### src/rtl/mcs_pkg.sv
// Shared definitions for the MCS accumulator core: phase encoding and opcodes.
package mcs_pkg;

  // Instruction-cycle phase; the address phases A1..An share ST_A and are
  // told apart by a separate phase-index counter in the core.
  typedef enum logic [2:0] {
    ST_A  = 3'd0,
    ST_M1 = 3'd1,
    ST_M2 = 3'd2,
    ST_X1 = 3'd3,
    ST_X2 = 3'd4,
    ST_X3 = 3'd5
  } phase_e;

  localparam logic [3:0] OP_NOP   = 4'h0;
  localparam logic [3:0] OP_INC   = 4'h6;
  localparam logic [3:0] OP_ADD   = 4'h8;
  localparam logic [3:0] OP_SUB   = 4'h9;
  localparam logic [3:0] OP_LD    = 4'hA;
  localparam logic [3:0] OP_XCH   = 4'hB;
  localparam logic [3:0] OP_LDM   = 4'hD;
  localparam logic [3:0] OP_OUT   = 4'hE;
  localparam logic [3:0] OP_GRP_F = 4'hF;

  // Sub-codes carried in OPA when the opcode is OP_GRP_F.
  localparam int unsigned F_CLC = 1;
  localparam int unsigned F_IAC = 2;

endpackage

### src/rtl/mcs_regfile.sv
// Index register file: combinational read, synchronous write, sync clear.
module mcs_regfile #(
  parameter int DATA_W = 4,
  parameter int NREG   = 16,
  localparam int IDX_W = $clog2(NREG)
) (
  input  logic              clk_1,
  input  logic              reset,
  input  logic [IDX_W-1:0]  rd_idx,
  output logic [DATA_W-1:0] rd_data,
  input  logic              we,
  input  logic [IDX_W-1:0]  wr_idx,
  input  logic [DATA_W-1:0] wr_data
);

  logic [DATA_W-1:0] regs [NREG];

  assign rd_data = regs[rd_idx];

  // Clear every register on reset, otherwise write the addressed one.
  always_ff @(posedge clk_1) begin
    if (reset) begin
      for (int i = 0; i < NREG; i++) regs[i] <= '0;
    end else if (we) begin
      regs[wr_idx] <= wr_data;
    end
  end

endmodule

### src/rtl/mcs_accum_core.sv
// Accumulator core with nibble-wise multiplexed bus fetch (A/M/X cycle).
//
// phase | meaning
// ST_A  | address phase k (a_idx), PC nibble k driven, LS nibble first
// ST_M1 | bus sampled into OPR
// ST_M2 | bus sampled into OPA, PC advances
// ST_X1 | execute; results visible from the next clock
// ST_X2 | OUT drives acc onto the bus
// ST_X3 | sync strobe, last clock of the instruction cycle
module mcs_accum_core
  import mcs_pkg::*;
#(
  parameter int DATA_W   = 4,
  parameter int ADDR_NIB = 3,
  parameter int NREG     = 16
) (
  input  logic              clk_1,
  input  logic              reset,
  input  logic [DATA_W-1:0] bus_in,
  output logic [DATA_W-1:0] bus_out,
  output logic              bus_oe,
  output logic              sync,
  output logic              carry_out,
  output logic [DATA_W-1:0] acc_out
);

  localparam int PC_W   = ADDR_NIB * DATA_W;
  localparam int AIDX_W = (ADDR_NIB > 1) ? $clog2(ADDR_NIB) : 1;
  localparam int RIDX_W = $clog2(NREG);
  localparam logic [AIDX_W-1:0] A_LAST = AIDX_W'(ADDR_NIB - 1);

  phase_e            phase, phase_nxt;
  logic [AIDX_W-1:0] a_idx, a_idx_nxt;
  logic [PC_W-1:0]   pc;
  logic [DATA_W-1:0] acc, opr, opa;
  logic              carry;

  logic [3:0]        opcode;
  logic [RIDX_W-1:0] reg_idx;
  logic [DATA_W-1:0] r_rd, rf_wdata, pc_nib;
  logic              rf_we;
  logic [DATA_W:0]   sum_add, sum_sub, sum_iac;

  assign opcode    = opr[3:0];
  assign reg_idx   = opa[RIDX_W-1:0];
  assign pc_nib    = DATA_W'(pc >> (a_idx * DATA_W));
  assign acc_out   = acc;
  assign carry_out = carry;

  // SUB adds the complement of both operand and carry: carry=1 means no borrow.
  assign sum_add = {1'b0, acc} + {1'b0, r_rd} + {{DATA_W{1'b0}}, carry};
  assign sum_sub = {1'b0, acc} + {1'b0, ~r_rd} + {{DATA_W{1'b0}}, ~carry};
  assign sum_iac = {1'b0, acc} + {{DATA_W{1'b0}}, 1'b1};

  mcs_regfile #(.DATA_W(DATA_W), .NREG(NREG)) u_regfile (
    .clk_1   (clk_1),
    .reset   (reset),
    .rd_idx  (reg_idx),
    .rd_data (r_rd),
    .we      (rf_we),
    .wr_idx  (reg_idx),
    .wr_data (rf_wdata)
  );

  // Phase and address-index registers.
  always_ff @(posedge clk_1) begin
    if (reset) begin
      phase <= ST_A;
      a_idx <= '0;
    end else begin
      phase <= phase_nxt;
      a_idx <= a_idx_nxt;
    end
  end

  // Fixed-length cycle: every phase lasts exactly one clock.
  always_comb begin
    phase_nxt = phase;
    a_idx_nxt = a_idx;
    unique case (phase)
      ST_A: begin
        if (a_idx == A_LAST) begin
          phase_nxt = ST_M1;
          a_idx_nxt = '0;
        end else begin
          a_idx_nxt = a_idx + AIDX_W'(1);
        end
      end
      ST_M1:   phase_nxt = ST_M2;
      ST_M2:   phase_nxt = ST_X1;
      ST_X1:   phase_nxt = ST_X2;
      ST_X2:   phase_nxt = ST_X3;
      ST_X3:   phase_nxt = ST_A;
      default: phase_nxt = ST_A;
    endcase
  end

  // Bus drive and sync; everything is held quiet while reset is asserted.
  always_comb begin
    bus_oe  = 1'b0;
    bus_out = '0;
    sync    = 1'b0;
    if (!reset) begin
      unique case (phase)
        ST_A: begin
          bus_oe  = 1'b1;
          bus_out = pc_nib;
        end
        ST_X2: begin
          if (opcode == OP_OUT) begin
            bus_oe  = 1'b1;
            bus_out = acc;
          end
        end
        ST_X3:   sync = 1'b1;
        default: ;
      endcase
    end
  end

  // Register-file write request for XCH and INC during execute.
  always_comb begin
    rf_we    = 1'b0;
    rf_wdata = acc;
    if (phase == ST_X1) begin
      if (opcode == OP_XCH) begin
        rf_we = 1'b1;
      end else if (opcode == OP_INC) begin
        rf_we    = 1'b1;
        rf_wdata = r_rd + 1'b1;
      end
    end
  end

  // Fetch capture, PC advance and accumulator/carry execution.
  always_ff @(posedge clk_1) begin
    if (reset) begin
      pc    <= '0;
      acc   <= '0;
      carry <= 1'b0;
      opr   <= '0;
      opa   <= '0;
    end else begin
      unique case (phase)
        ST_M1: opr <= bus_in;
        ST_M2: begin
          opa <= bus_in;
          pc  <= pc + 1'b1;
        end
        ST_X1: begin
          case (opcode)
            OP_LDM: acc <= opa;
            OP_LD:  acc <= r_rd;
            OP_XCH: acc <= r_rd;
            OP_ADD: {carry, acc} <= sum_add;
            OP_SUB: {carry, acc} <= sum_sub;
            OP_GRP_F: begin
              if (opa == DATA_W'(F_CLC)) carry <= 1'b0;
              else if (opa == DATA_W'(F_IAC)) {carry, acc} <= sum_iac;
            end
            default: ;
          endcase
        end
        default: ;
      endcase
    end
  end

endmodule
### config.mk
export PLATFORM = sky130hd
export DESIGN_NAME = mcs_accum_core
export DESIGN_NICKNAME = d
export VERILOG_FILES = /design/src/rtl/mcs_pkg.sv /design/src/rtl/mcs_regfile.sv /design/src/rtl/mcs_accum_core.sv
export SDC_FILE = /design/constraint.sdc
export NUM_CORES = 1
export LEC_CHECK = 0
export BUFFER_PORTS_ARGS = -buffer_cell sky130_fd_sc_hd__buf_2
export CAP_MARGIN = 20
export CORE_ASPECT_RATIO = 1.2
export CORE_UTILIZATION = 50
export CTS_BUF_LIST = sky130_fd_sc_hd__clkbuf_8
export CTS_CLUSTER_DIAMETER = 150
export DETAILED_ROUTE_END_ITERATION = 8
export GPL_ROUTABILITY_DRIVEN = 0
export GPL_TIMING_DRIVEN = 0
export PLACE_DENSITY = 0.66
export SKIP_CTS_REPAIR_TIMING = 1
export SLEW_MARGIN = 20
export SYNTH_ARGS = -nofsm -noshare
export SYNTH_HDL_FRONTEND = slang
export SYNTH_SLANG_ARGS = --single-unit
### constraint.sdc
create_clock -name clk_1 -period 9.21 [get_ports clk_1]
set_clock_uncertainty 0.05 [all_clocks]
set_input_delay 1.3815 -clock clk_1 [delete_from_list [all_inputs] [get_ports clk_1]]
set_output_delay 1.3815 -clock clk_1 [all_outputs]
set_load 0.02 [all_outputs]
==> impl_metrics.toml <==
[synthesis]
netlist_area_sq_mm = 0.00523
ys.flop_type = "edfxtp_1"
synth_area_leaders = "edfxtp_1 (37%), dfxtp_1 (13%), mux4_1 (7.5%), nor2_1 (6.6%), ha_1 (2.4%)"
yosysWarnings = 0
yosysTopAreaCell = "edfxtp_1"
synth_edf_count = 64
async_flop_share_pct = 0
synthTopCellsByCount = "nor2_1 (92), edfxtp_1 (64), dfxtp_1 (34), nand2_1 (28), nand2b_1 (20)"
synth-seq-area-share_pct = 49.7
synth_seq_cells = 98
syn-num-nets = 505
synth_area_per_cell_sq_um = 10.8
synth_cell_types = 59
synthCells = 485
synth_top_area_share_pct = 36.7
post-synth-top-count-cell = "nor2_1"

[detailed_routing]
dr.pass1.iters = 5
drc = 0
drt-total-wl_um = 12300
num_vias = 3818
ant_nets = 0
routed_via_density = 5.94
routedWlPerCell_um = 19.1
drt_iter0_drc = 214

[final_layout]
antenna_cells = 0
stdcell_area_sq_mm = 0.00566
drive_gt1_share_pct = 9.67
area_delta_synth_final_pct = 8.28
final_nets = 532

[global_route]
grt_usage_pct = 25.0
grt_first_pass_wirelength_um = 19800
grt_pass1_vias = 3777
grt_max_degree = 17
grt_overflow = 0
antenna_found_initial = 0

[clocking]
tritoncts = "done"
clock_latency_ps = 380
cts.sinks = 98
cts_made_buffers = 9
htreeDepth = 3
path_clk_slew_ps = 90
cts.path.max_buffers = 2
cts-root-buf = "clkbuf_8"

[die]
start_util_pct = 51.7
die_w_um = 95.4
coreArea_sq_mm = 0.0101
ios = 17
die_h_um = 114
rows = 40
dieArea_sq_mm = 0.0109

[worst_setup_path]
startpoint_type = "flip-flop"
critPathKind = "flip-flop to flip-flop"
critical_path.max_stage_delay_ps = 650
critPathRequiredTime_ps = 9270
critPathSlowestCell = "a21oi_1"
critPathMaxFanout = 10
end_kind = "flip-flop"
path_cells = "buf_6 > buf_12 > mux4_1 > a22oi_1 > and3_2 > inv_1 > ha_1 > a21oi_1 > clkbuf_1 > nor2_1"
r2r_cells = 10
worstPathArrival_ps = 4040

[timing]
finalHoldViolCount = 0
relSlewSlack_pct = 42.9
rsz0062_at_grt = "no"
setup_viol = 0
fmax_ghz = 0.251
fin_crit_ps = 3980
min_period_over_period_pct = 43.2
drv_slew = 0
tightest_slew_ps = 850
setup_tns_ps = 0

[hold_path]
hold_path.class = "flip-flop to flip-flop"
min_delay_path_depth = 2

[status]
status = "finished clean"

[place]
place_hpwl_um = 9180
dpl_cell_area_sq_mm = 0.00547
io_buffers = 16

[power_and_ir_drop]
p_leak_nw = 1.96
powerDensity_mw_per_mm2 = 180
peakVddDrop_v = 0.0000884

[flow_run]
cap_viol_max_count = 0
where the power goes:
group	switching [mW]	total, mW	internal, mW
Clock	0.150	0.282	0.132
Combinational	0.140	0.229	0.0893
Sequential	0.0176	0.509	0.492
Total	0.307	1.02	0.713
cell families (layout without fill, tap and decap cells):
logic type / Yosys count / count (layout) / share of synthesized area (%)
fa+ha+maj: 14 / 14 / 3.92
xor+xnor: 14 / 14 / 2.34
mux: 29 / 29 / 10.7
buf+inv: 42 / 74 / 3.66
compound gates: 65 / 65 / 8.63
simple gates: 223 / 223 / 21.0
flops: 98 / 98 / 49.7
per-stage QoR:
| step | utilization [%] | hold WS [ps] | setup slack [ps] | power, mW | std cells |
|---|---|---|---|---|---|
| after CTS | 56.0 | 447 | 5290 | 1.03 | 643 |
| after detailed placement | 54.1 | 431 | 5300 | 0.747 | 627 |
| final | 56.0 | 443 | 5230 | 1.02 | 643 |
| after floorplan | - | 408 | 5520 | 0.690 | 485 |
| after global placement | 54.1 | 428 | 5310 | 0.742 | 627 |
| after global routing | 56.0 | 495 | 5070 | 1.07 | 643 |
cell type report:
| class | instances | area (sq um) |
|---|---|---|
| fill | 903 | 4450 |
| sequential | 98 | 2600 |
| multi-input combinational | 345 | 2440 |
| tap | 126 | 158 |
| clock buffer | 10 | 138 |
| buffer | 26 | 131 |
| timing repair buffer | 16 | 80.1 |
| inverter | 16 | 60.1 |
| clock inverter | 6 | 57.6 |
cells in the final DEF (no fill, tap or decap), types with 15 or more instances in the layout:
cell / n
nor2_1: 92
edfxtp_1: 64
dfxtp_1: 34
nand2_1: 28
nand2b_1: 20
a21oi_1: 19
inv_1: 18
buf_2: 18
nand3_1: 18
clkbuf_1: 17
mux4_1: 15
state kept, by name, indices dropped and copies added (netlist names), named ones only:
| name | count |
|---|---|
| phase | 3 |
| u_regfile.regs | 64 |
| a_idx | 2 |
| carry_out | 1 |
| acc_out | 4 |
| opa | 4 |
| opcode | 4 |
| pc | 12 |
layer usage:
metal,global-route usage (%),vias up,part of all wire (%)
met2,41.0,128,49
li1,-,1827,-
met1,32.4,1839,42
met4,10.5,0,2.9
met5,0,-,0
met3,4.45,24,5.5
worst paths after layout:
check	startpoint	endpoint	slack (ps)
max	flip-flop	u_regfile.regs[1][1]	5230
min	pc[11]	pc[11]	440
max reg2reg	flip-flop	u_regfile.regs[1][1]	5230
min reg2reg	pc[11]	pc[11]	440
worst max-delay path, delay by kind of cell (launching register included):
family	cells	cell delay, ps
flops	1	330
buf+inv	4	1040
compound gates	2	960
mux	1	620
simple gates	2	410
fa+ha+maj	1	330
No activity file was read; power rests on OpenSTA's default activity.
